$ cat src/rtl/elevator_pkg.sv
// Shared encodings for the LOOK elevator controller.
package elevator_pkg;

  typedef enum logic [1:0] {
    IDLE = 2'd0,
    MOVE = 2'd1,
    DOOR = 2'd2
  } state_t;

  localparam logic DIR_UP = 1'b1;
  localparam logic DIR_DN = 1'b0;

endpackage

$ cat src/rtl/elevator_look_dir.sv
// Combinational look-ahead: are there latched calls above / below the current floor.
module elevator_look_dir #(
  parameter  int unsigned N_FLOORS = 8,
  localparam int unsigned FLOOR_W  = $clog2(N_FLOORS)
) (
  input  logic [N_FLOORS-1:0] pending,
  input  logic [FLOOR_W-1:0]  floor,
  output logic                ahead_up_c,
  output logic                ahead_dn_c
);

  always_comb begin
    ahead_up_c = 1'b0;
    ahead_dn_c = 1'b0;
    for (int unsigned i = 0; i < N_FLOORS; i++) begin
      if (i > 32'(floor)) ahead_up_c = ahead_up_c | pending[i];
      if (i < 32'(floor)) ahead_dn_c = ahead_dn_c | pending[i];
    end
  end

endmodule

$ cat src/rtl/elevator_look_controller.sv
// N-floor elevator car controller with LOOK scheduling, travel timing and door dwell.
// Optional DOOR_HOLD_EN adds a door_hold input that freezes the dwell countdown.
module elevator_look_controller
  import elevator_pkg::*;
#(
  parameter  int unsigned N_FLOORS      = 8,
  parameter  int unsigned TRAVEL_CYCLES = 4,
  parameter  int unsigned DOOR_CYCLES   = 10,
  localparam int unsigned FLOOR_W       = $clog2(N_FLOORS)
) (
  input  logic                clk,
  input  logic                reset,
  input  logic [N_FLOORS-1:0] req,
`ifdef DOOR_HOLD_EN
  input  logic                door_hold,
`endif
  output logic [FLOOR_W-1:0]  floor,
  output logic                moving,
  output logic                door,
  output logic                direction,
  output logic [N_FLOORS-1:0] pending,
  output logic                arrive
);

  localparam int unsigned TRAVEL_W = $clog2(TRAVEL_CYCLES + 1);
  localparam int unsigned DOOR_W   = $clog2(DOOR_CYCLES + 1);
  localparam logic [TRAVEL_W-1:0] TRAVEL_LOAD = TRAVEL_W'(TRAVEL_CYCLES - 1);
  localparam logic [DOOR_W-1:0]   DOOR_LOAD   = DOOR_W'(DOOR_CYCLES - 1);

  state_t              state;
  logic [TRAVEL_W-1:0] travel_cnt;
  logic [DOOR_W-1:0]   door_cnt;

  logic                ahead_up_c;
  logic                ahead_dn_c;
  logic                ahead_dir_c;
  logic                go_up_c;
  logic                go_dn_c;
  logic                hold_c;
  logic [FLOOR_W-1:0]  step_floor_c;
  logic [N_FLOORS-1:0] floor_oh_c;
  logic [N_FLOORS-1:0] step_oh_c;
  logic [N_FLOORS-1:0] latched_c;

  elevator_look_dir #(
    .N_FLOORS (N_FLOORS)
  ) u_dir (
    .pending    (pending),
    .floor      (floor),
    .ahead_up_c (ahead_up_c),
    .ahead_dn_c (ahead_dn_c)
  );

`ifdef DOOR_HOLD_EN
  assign hold_c = door_hold;
`else
  assign hold_c = 1'b0;
`endif

  // Request latch input and sweep decisions from registered state.
  always_comb begin
    floor_oh_c = '0;
    floor_oh_c[floor] = 1'b1;
    step_floor_c = (direction == DIR_UP) ? floor + FLOOR_W'(1) : floor - FLOOR_W'(1);
    step_oh_c = '0;
    step_oh_c[step_floor_c] = 1'b1;
    // A call for the floor whose door is open only restarts the dwell.
    latched_c = pending | ((state == DOOR) ? (req & ~floor_oh_c) : req);
    ahead_dir_c = (direction == DIR_UP) ? ahead_up_c : ahead_dn_c;
    go_up_c = ahead_up_c & ((direction == DIR_UP) | ~ahead_dn_c);
    go_dn_c = ahead_dn_c & ((direction == DIR_DN) | ~ahead_up_c);
  end

  always_ff @(posedge clk or posedge reset) begin
    if (reset) begin
      state      <= IDLE;
      floor      <= '0;
      moving     <= 1'b0;
      door       <= 1'b0;
      direction  <= DIR_UP;
      pending    <= '0;
      arrive     <= 1'b0;
      travel_cnt <= '0;
      door_cnt   <= '0;
    end else begin
      arrive  <= 1'b0;
      pending <= latched_c;
      case (state)
        IDLE: begin
          if (pending[floor]) begin
            state    <= DOOR;
            door     <= 1'b1;
            door_cnt <= DOOR_LOAD;
            pending  <= latched_c & ~floor_oh_c;
          end else if (go_up_c || go_dn_c) begin
            state      <= MOVE;
            moving     <= 1'b1;
            direction  <= go_up_c ? DIR_UP : DIR_DN;
            travel_cnt <= TRAVEL_LOAD;
          end
        end
        MOVE: begin
          if (travel_cnt != '0) begin
            travel_cnt <= travel_cnt - TRAVEL_W'(1);
          end else if (!ahead_dir_c) begin
            // Nothing ahead: never step past a terminal floor.
            state  <= IDLE;
            moving <= 1'b0;
          end else begin
            floor      <= step_floor_c;
            arrive     <= 1'b1;
            travel_cnt <= TRAVEL_LOAD;
            // Without a stop here, a call ahead of the old floor lies beyond the new one.
            if (pending[step_floor_c]) begin
              state    <= DOOR;
              moving   <= 1'b0;
              door     <= 1'b1;
              door_cnt <= DOOR_LOAD;
              pending  <= latched_c & ~step_oh_c;
            end
          end
        end
        DOOR: begin
          if (req[floor]) begin
            door_cnt <= DOOR_LOAD;
          end else if (!hold_c) begin
            if (door_cnt == '0) begin
              state <= IDLE;
              door  <= 1'b0;
            end else begin
              door_cnt <= door_cnt - DOOR_W'(1);
            end
          end
        end
        default: begin
          state  <= IDLE;
          moving <= 1'b0;
          door   <= 1'b0;
        end
      endcase
    end
  end

endmodule
$ cat config.mk
export PLATFORM = sky130hd
export DESIGN_NAME = elevator_look_controller
export DESIGN_NICKNAME = d
export VERILOG_FILES = /design/src/rtl/elevator_pkg.sv /design/src/rtl/elevator_look_dir.sv /design/src/rtl/elevator_look_controller.sv
export SDC_FILE = /design/constraint.sdc
export NUM_CORES = 1
export LEC_CHECK = 0
export CORE_MARGIN = 5
export CORE_UTILIZATION = 42
export CTS_BUF_LIST = sky130_fd_sc_hd__clkbuf_4 sky130_fd_sc_hd__clkbuf_8 sky130_fd_sc_hd__clkbuf_16
export CTS_CLUSTER_DIAMETER = 150
export DETAILED_ROUTE_END_ITERATION = 6
export HOLD_SLACK_MARGIN = 0.03
export SYNTH_ARGS = -nofsm -noshare
export SYNTH_HDL_FRONTEND = slang
export SYNTH_SLANG_ARGS = --single-unit
$ cat constraint.sdc
create_clock -name clk -period 3.25 [get_ports clk]
set_input_delay 0.975 -clock clk [delete_from_list [all_inputs] [get_ports clk]]
set_output_delay 0.975 -clock clk [all_outputs]
set_load 0.02 [all_outputs]
# Word level (Yosys, flattened, before mapping)
# Cells that the tools add are included.
[totals] reg_bits=24 out_inout_bits=15
[classes] add_sub_neg=4 order_cmp=18 n_eq_ne=14 muxes=69 n_bitwise=28 n_reduce_logical=15
[ops] cell="$mux 8" count=5
[ops] cell="$mux 1" count=35
[ops] cell="$and 8x8->8" count=3
[ops] cell="$mux 4" count=6
[ops] cell="$not 8->8" count=2
[ops] cell="$pmux 8 s2" count=1
[ops] cell="$mux 3" count=5
[ops] cell="$mux 2" count=7
[ops] cell="$ne 2x2->1 const B" count=7
[ops] cell="$or 1x1->1" count=14
[ops] cell="$gt 3x3->1 const A" count=4
[ops] cell="$ne 3x3->1 const B" count=4
[ops] cell="$pmux 4 s3" count=1
[ops] cell="$reduce_and 6->1" count=2
[ops] cell="$reduce_and 5->1" count=2
[ops] cell="$bmux 1 s3" count=3
[ops] cell="$lt 3x3->1 const A" count=3
[ops] cell="$lt 3x4->1 const B" count=2
[ops] cell="$or 8x8->8" count=1
[ops] cell="$demux 1 s3" count=2
[ops] cell="$ge 3x1->1 const B" count=2
[ops] cell="$gt 2x3->1 const A" count=2
[ops] cell="$lt 1x3->1 const A" count=2
[ops] cell="$lt 2x3->1 const A" count=2
[ops] cell="20 further kinds" count=31

# Depth between registers and ports, before layout
# Gate-level depths: netlist of run 1.
[logic_depth] word_depth=21 depth_mapped=11 depth_no_buf=8

# Cells and area by module
# From an unflattened synthesis of run 1, not the netlist that was laid out.
[unflattened] hier_cells=193 hier_area_um2=1732.9
[by_module_without_submodules] module="elevator_look_controller" n_inst=1 cells_each=176 area_each_um2=1616.6 seq_area_each_um2=601.8
[by_module_without_submodules] module="elevator_look_dir" n_inst=1 cells_each=17 area_each_um2=116.4 seq_area_each_um2=0.0

# Worst setup path before layout of run 1
# OpenSTA, ideal clock, no wires.
[synth_timing] path_kind="reg2reg" from="register floor[1]" to="register door_cnt[0]" arrival_time_ns=2.874 required_ns=3.125 path_slack_ns=0.251 path_stages_with_launch=11 path_buffers=2 cell_sequence="dfrtp_1 buf_2 buf_1 inv_1 ha_1 xnor2_4 a21o_1 o2111ai_1 a221oi_2 o211a_4 mux2_4"
[synth_via] elab_chain_cells=17
[synth_lines] item="start: declaration" line="elevator_look_controller.sv:17" rtl="output logic [FLOOR_W-1:0] floor,"
[synth_lines] item="start signal: assignment" line="elevator_look_controller.sv:110" rtl="floor <= step_floor_c;"
[synth_lines] item="$lt 1x3->1 or $gt 1x3->1 (tied branches)" line="elevator_look_dir.sv:17, elevator_look_dir.sv:16"
[synth_lines] item="$mux 1, on equally long branches" line="elevator_look_dir.sv:17, elevator_look_dir.sv:16"
[synth_lines] item="$or 1x1->1, on equally long branches" line="elevator_look_dir.sv:17, elevator_look_dir.sv:16"
[synth_lines] item="$mux 1, on equally long branches" line="elevator_look_dir.sv:17, elevator_look_dir.sv:16"
[synth_lines] item="$or 1x1->1, on equally long branches" line="elevator_look_dir.sv:17, elevator_look_dir.sv:16"
[synth_lines] item="$mux 1, on equally long branches" line="elevator_look_dir.sv:17, elevator_look_dir.sv:16"
[synth_lines] item="$or 1x1->1, on equally long branches" line="elevator_look_dir.sv:17, elevator_look_dir.sv:16"
[synth_lines] item="$mux 1, on equally long branches" line="elevator_look_dir.sv:17, elevator_look_dir.sv:16"
[synth_lines] item="$or 1x1->1, on equally long branches" line="elevator_look_dir.sv:17, elevator_look_dir.sv:16"
[synth_lines] item="$mux 1, on equally long branches" line="elevator_look_dir.sv:17, elevator_look_dir.sv:16"
[synth_lines] item="$or 1x1->1, on equally long branches" line="elevator_look_dir.sv:17, elevator_look_dir.sv:16"
[synth_lines] item="$mux 1, on equally long branches" line="elevator_look_dir.sv:17, elevator_look_dir.sv:16"
[synth_lines] item="$or 1x1->1, on equally long branches" line="elevator_look_dir.sv:17, elevator_look_dir.sv:16"
[synth_lines] item="$mux 1, on equally long branches" line="elevator_look_dir.sv:17, elevator_look_dir.sv:16"
[synth_lines] item="$mux 1" line="elevator_look_controller.sv:69" rtl="ahead_dir_c = (direction == DIR_UP) ? ahead_up_c : ahead_dn_c;"
[synth_lines] item="$ne 2x2->1 (no line)"
[synth_lines] item="$reduce_and 6->1 (no line)"
[synth_lines] item="end signal: assignment" line="elevator_look_controller.sv:131" rtl="door_cnt <= door_cnt - DOOR_W'(1);"
[synth_lines] item="end: declaration" line="elevator_look_controller.sv:32" rtl="logic [DOOR_W-1:0] door_cnt;"
# Parallel ways exist; a longest one is shown, timed or not. The select of a mux whose other input is x is not followed.
# A chain may end at the register's enable or synchronous reset.

# Worst setup path after layout of run 1
[layout_timing] from="register floor[0]" to="register pending[4]"
[layout_via] elab_chain_cells=18
[layout_lines] item="$lt 1x3->1 or $gt 1x3->1 (tied branches)" line="elevator_look_dir.sv:17, elevator_look_dir.sv:16"
[layout_lines] item="$mux 1, on equally long branches" line="elevator_look_dir.sv:17, elevator_look_dir.sv:16"
[layout_lines] item="$or 1x1->1, on equally long branches" line="elevator_look_dir.sv:17, elevator_look_dir.sv:16"
[layout_lines] item="$mux 1, on equally long branches" line="elevator_look_dir.sv:17, elevator_look_dir.sv:16"
[layout_lines] item="$or 1x1->1, on equally long branches" line="elevator_look_dir.sv:17, elevator_look_dir.sv:16"
[layout_lines] item="$mux 1, on equally long branches" line="elevator_look_dir.sv:17, elevator_look_dir.sv:16"
[layout_lines] item="$or 1x1->1, on equally long branches" line="elevator_look_dir.sv:17, elevator_look_dir.sv:16"
[layout_lines] item="$mux 1, on equally long branches" line="elevator_look_dir.sv:17, elevator_look_dir.sv:16"
[layout_lines] item="(+2 left out)"
[layout_lines] item="$or 1x1->1, on equally long branches" line="elevator_look_dir.sv:17, elevator_look_dir.sv:16"
[layout_lines] item="$mux 1, on equally long branches" line="elevator_look_dir.sv:17, elevator_look_dir.sv:16"
[layout_lines] item="$or 1x1->1, on equally long branches" line="elevator_look_dir.sv:17, elevator_look_dir.sv:16"
[layout_lines] item="$mux 1, on equally long branches" line="elevator_look_dir.sv:17, elevator_look_dir.sv:16"
[layout_lines] item="$mux 1" line="elevator_look_controller.sv:69"
[layout_lines] item="$mux 8" line="elevator_look_controller.sv:105" rtl="end else if (!ahead_dir_c) begin"
[layout_lines] item="$mux 8" line="elevator_look_controller.sv:103" rtl="if (travel_cnt != '0) begin"
[layout_lines] item="$pmux 8 s2 (*)" line="elevator_look_controller.sv:88" rtl="case (state)"
[layout_lines] item="end signal: assignment" line="elevator_look_controller.sv:87" rtl="pending <= latched_c;"
[layout_lines] item="end signal: assignment" line="elevator_look_controller.sv:94" rtl="pending <= latched_c & ~floor_oh_c;"
[layout_lines] item="end signal: assignment" line="elevator_look_controller.sv:119" rtl="pending <= latched_c & ~step_oh_c;"
[layout_lines] item="end: declaration" line="elevator_look_controller.sv:21" rtl="output logic [N_FLOORS-1:0] pending,"
# Mark *: on every way between the ends. The rest lies on a longest branch, timed or not. The select of a mux whose other input is x is not followed.

==> results of run 1 <==
-- sequential cells by signal, indices dropped and copies added (netlist names) --
register and count:
direction 1, moving 1, floor 3, state 2, door 1, travel_cnt 3
door_cnt 4, pending 8, arrive 1
-- placed cells by master (no fill, tap or decap), types with 2 or more instances in the layout --
master / n
o21ai_0: 7
a31oi_1: 3
a31o_2: 2
nand2_1: 17
clkdlybuf4s50_1: 24
inv_1: 14
nand2b_1: 5
o31ai_1: 3
mux2_2: 3
mux2_4: 2
mux2i_1: 9
nor2b_1: 7
nand4_1: 4
a41oi_1: 2
ha_1: 10
o22ai_1: 3
o211ai_1: 4
dfrtp_1: 23
nor3_1: 7
a21oi_1: 22
o32ai_1: 3
xnor2_1: 3
and2_1: 2
nand3b_1: 2
a21o_1: 4
nand3_1: 14
nor2_1: 12
buf_4: 5
clkbuf_8: 3
-- worst paths after layout --
| path | end | cells past startpoint | from | slack, ps |
|---|---|---|---|---|
| hold / removal | door | 1 | door | 490 |
| min in group asynchronous | floor[2] | 3 | reset | 1050 |
| hold reg to reg | door | 1 | door | 490 |
| setup / recovery | pending[4] | 8 | floor[0] | 390 |
| setup reg to reg | pending[4] | 8 | floor[0] | 390 |
| max in group asynchronous | direction | 3 | reset | 1900 |
-- synth_stat cells (all sizes together) (2+ instances only) --
cell type  count
nor4           2
inv           14
o32ai          3
nand2         17
nand3         14
o22ai          3
nand2b         5
dfrtp         23
a21oi         23
buf            9
clkbuf         2
a41oi          2
nand4          4
a21o           4
a31o           2
mux2i          9
nand3b         2
xnor2          4
nor3           8
a31oi          3
mux2           5
and2           2
o211ai         4
o31ai          3
o21ai          7
ha            10
nor2          12
nor2b          7
a221oi         2
o211a          2
-- report_power, final --
group / switching, mW / leakage [nW] / internal (mW)
logic: 0.457 / 0.637 / 0.327
registers: 0.0802 / 0.263 / 0.369
clock network: 0.115 / 0.0357 / 0.165
-- layer usage --
layer	track usage, %	vias up	share of wire [%]
met5	0	-	0
met4	6.47	0	2.1
met3	3.33	9	6.2
met2	28.3	58	46
met1	23.6	856	45
li1	-	874	-
-- logic make-up after synthesis --
logic type,Yosys count,share of synthesized area [%]
buffers and inverters,26,6.48
xor gates and xnor gates,5,3.18
AOI/OAI and AO/OA,69,24.7
muxes,14,7.82
DFF,24,30.6
adders and majority gates,10,6.36
and+or+nand+nor,77,20.9
-- final cells by class --
type	count	share of cell area, %
clock inverters	1	1.30
well taps	54	2.92
multi-input cells	175	53.5
clock buffers	3	1.78
repair buffers	29	12.0
inverters	15	2.43
flip-flops and latches	24	26.0
-- stage by stage --
step           util [%]  std cells  area, um2  power (mW)
2_1_floorplan         -        225       1970        1.03
3_3_place_gp       48.4        297       2240        1.23
3_5_place_dp       48.4        297       2240        1.23
4_1_cts            50.0        301       2310        1.52
5_1_grt            50.0        301       2310        1.63
6_report           50.0        301       2310        1.51
==> run metrics, run 1 <==
outcome finished, final reports clean; Setup crit start kind flop; area of the multi-input gates 1240 um2; P&R area growth vs syn 17.5%; Final HPWL DP 3790 um; YS warnings 0; full die area 6160 um2; Worst Setup Path Type reg2reg; Overflow after GRT 0; syn avg cell area 8.75 um2; Final Hold Fails 0; PD cells 654 nW/um2; first-pass GRT wire length 8580 um; #FFs+latches synth 24; area share of the largest cell type after synthesis 29.2%; Final setup viols 0; Synth area leader dfrtp_1; Die H 78.5 um; CTS Buf Count 3; min-delay worst type reg2reg; Max clock buf depth 2; number of H-tree levels 1; sequential-to-total area share from yosys stat 30.6%; # DRC 0; layout cells sized above 1 10.5%; cell at the slowest stage of the critical path dfrtp_1; number of routed nets with antenna violations 0; Main synth FF type dfrtp_1; CP endpoint kind flop; Distinct cells, synth 58; Worst Hold Slack 486 ps; vias in the first global route 1744; Place WS 206 ps; hold_buf cts 0; CP delay by family, top compound AO/OA/AOI/OAI gates; WP buf/inv 1; global-route usage over all layers 17.6%; Initial Util 42.5%; pin count of the biggest net entering global routing 29; Period minus WS final 2860 ps; WP data required 3400 ps; # Post-CTS Setup Buffers 0; CORE AREA 4630 um2; crit path DAT 3020 ps; Cell Rows 25; TNS Setup 0 ps; initial antenna violation count 0; Clock Sink Count 24; Detailed Routing Iterations Pass 1 4; synth top area cells dfrtp_1, ha_1, a21oi_1; critical path cell sequence inv_1, ha_1, xnor2_4, a21o_1, o2111ai_1, a221oi_2, and3_1, a21oi_1; FF/Latch Area 602 um2; CP Max Fanout 9; EDFF count, synth 0; clock slew at reported path FFs 100 ps; Routed WL 5140 um; Initial DRC Count 162; Syn Std Cell Area 1970 um2; Setup WS post-layout 385 ps; Max Slew Vio Count 0; n_diodes 0; post-route clock period utilization 88.2%; Avg Vias per Cell 5.97; Worst Skew 4.59 ps; CTS resizes 0; nets@finish 268; Root Buffer clkbuf_8; port bufs 24; vias 1797; DR WL/cell 17.1 um; Syn Nets 245; Mapped Cells 225; slew of the pin with the lowest slew margin 555 ps; share of synthesized registers carrying an async set or reset 100%; Max-Cap Viols 0; leakage power 0.936 nW; Worst-Skew Late Latency 280 ps; Filler cells 453; Max Fclk 349 MHz; Worst IR Drop VDD 0.000306 V; Die Wd 78.5 um; Final GP Congestion 0.872; slew margin rel. 62.7%; Top-Level Pins 25; RSZ-0062 raised after global routing false; max incr delay on CP 480 ps; CTS tree built
Power figures use the tool's default switching activity.
==> inputs of run 2 (changes only) <==
Settings changed: CELL_PAD_IN_SITES_DETAIL_PLACEMENT set to 1, CELL_PAD_IN_SITES_GLOBAL_PLACEMENT set to 1, PLACE_DENSITY_LB_ADDON set to 0.1.
==> run 2 against run 1 <==
  * Clock skew up 2.7 ps
  * Final cell count up 0.33%
  * Global-route usage up 1.9 points
  * Total power up 0.55%
  * Die area unchanged
  * Setup slack better by 60 ps
  * Core utilization up 0.16 points
  * Fmax up 2.1%
  * Critical endpoint is now pending[7]
==> run metrics, run 2 (synthesized netlist as in run 1, its figures left out) <==
outcome finished, final reports clean; vias in the first global route 1835 (+5.2%); crit path DAT 2960 ps (-60 ps); Final HPWL DP 4230 um (+12%); met1 WL 2680 um (+15%); WP data required 3400 ps (about the same); number of flip-flops in the largest register 8 (unchanged); # Post-CTS Setup Buffers 0 (unchanged); Root Buffer clkbuf_8; CTS tree built; Overflow after GRT 0 (unchanged); commonest non-fill, non-tap cells in the layout clkdlybuf4s50_1, dfrtp_1, a21oi_1; Final Hold Fails 0 (unchanged); Max clock buf depth 2 (unchanged); vias 1805 (+0.45%); number of routed nets with antenna violations 0 (unchanged); RSZ-0062 raised after global routing false; top flop regs pending x8, door_cnt x4; Clock Sink Count 24 (unchanged); metal3 WL 192 um (-40%); Most flops, register pending; leakage power 0.942 nW (+0.58%); clock slew at reported path FFs 100 ps (about the same); first-pass GRT wire length 9580 um (+12%); Routed WL 5680 um (+10%); Layout Cells excl Fill 302 (+0.33%); TNS Setup 0 ps (unchanged); Setup crit start kind flop; commonest non-fill, non-tap cell in the layout clkdlybuf4s50_1; placed insts 298 (+0.34%); Detailed Routing Iterations Pass 1 4 (unchanged); CTS resizes 0 (unchanged); Worst Setup Path Type reg2reg; Initial DRC Count 104 (-36%); initial antenna violation count 0 (unchanged); DR top layer met4; met2 WL 2680 um (+13%); Max Slew Vio Count 0 (unchanged); P&R area growth vs syn 17.9%; post-route clock period utilization 86.3% (-1.8 points); Final setup viols 0 (unchanged); number of H-tree levels 1 (unchanged); nets@finish 269 (+0.37%); hold path depth 1 (unchanged); DR WL/cell 18.8 um (+10%); n_diodes 0 (unchanged); CP Max Fanout 9 (unchanged); Cell Rows 25 (unchanged); Avg Vias per Cell 5.98 (+0.11%); min-delay worst type reg2reg; CP endpoint kind flop; hold_buf cts 0 (unchanged); CORE AREA 4630 um2 (unchanged); pin count of the biggest net entering global routing 32 (+10%); layout cells sized above 1 10.9% (+0.36 points); global-route usage over all layers 19.6% (+1.9 points); slew of the pin with the lowest slew margin 530 ps (-24.9 ps); Max Fclk 356 MHz (+2.1%); Worst Hold Slack 498 ps (+11.9 ps); Worst Skew 7.26 ps (+2.67 ps); Max-Cap Viols 0 (unchanged); Die Wd 78.5 um (unchanged); Worst-Skew Late Latency 280 ps (about the same); Top-Level Pins 25 (unchanged); worst reg2reg path depth 8 (unchanged); Initial Util 42.5% (unchanged); CTS Buf Count 3 (unchanged); Period minus WS final 2810 ps (-59.7 ps); slew margin rel. 64.4% (+1.7 points); Final GP Congestion 0.834 (-4.3%); Die H 78.5 um (unchanged); port bufs 24 (unchanged); full die area 6160 um2 (unchanged); PD cells 656 nW/um2 (+0.23%); Worst IR Drop VDD 0.000363 V (+19%); # DRC 0 (unchanged)
-- run 2: changes by cell type in the layout (fill, tap and decap cells not counted) --
cell	previous run	this run
buf_4	5	6
-- run 2: metrics by stage --
| stage | worst slack (ps) | area (um2) | power (mW) | utilization [%] |
|---|---|---|---|---|
| 2_1_floorplan | 251 | 1970 | 1.03 | - |
| 3_3_place_gp | 221 | 2250 | 1.24 | 48.6 |
| 3_5_place_dp | 204 | 2250 | 1.25 | 48.6 |
| 4_1_cts | 427 | 2320 | 1.53 | 50.1 |
| 5_1_grt | 288 | 2320 | 1.65 | 50.1 |
| 6_report | 445 | 2320 | 1.52 | 50.1 |
-- run 2: worst paths after layout --
kind / to / from / slack, ps
max: pending[7] / floor[1] / 440
min: travel_cnt[0] / travel_cnt[0] / 500
max reg2reg: pending[7] / floor[1] / 440
min reg2reg: travel_cnt[0] / travel_cnt[0] / 500
max in group asynchronous: direction / reset / 1900
min in group asynchronous: state[0] / reset / 1040
-- run 2: critical path: stages, from the launching register on --
cell and delay, ps:
dfrtp_1 430, inv_1 280, ha_1 310, xnor2_4 160, a21o_1 270, o2111ai_1 200
a221oi_2 460, and3_1 460, a21oi_1 130
-- run 2: cell type report --
| type | instances | area (um2) |
|---|---|---|
| Clock inverter | 1 | 30.0 |
| Timing Repair Buffer | 30 | 285 |
| Tap cell | 54 | 67.6 |
| Sequential cell | 24 | 602 |
| Fill cell | 543 | 2310 |
| Clock buffer | 3 | 41.3 |
| Inverter | 15 | 56.3 |
| Multi-Input combinational cell | 175 | 1240 |
-- run 2: layer usage --
layer | GRT usage [%] | up-vias
li1 | - | 874
met1 | 27.1 | 879
met2 | 31.8 | 42
met3 | 2.29 | 10
met4 | 6.12 | 0
met5 | 0 | -
-- run 2: power breakdown --
group | switching (mW) | leakage (nW) | internal (mW)
sequential | 0.0751 | 0.263 | 0.369
clock | 0.111 | 0.0357 | 0.165
combinational | 0.472 | 0.643 | 0.330
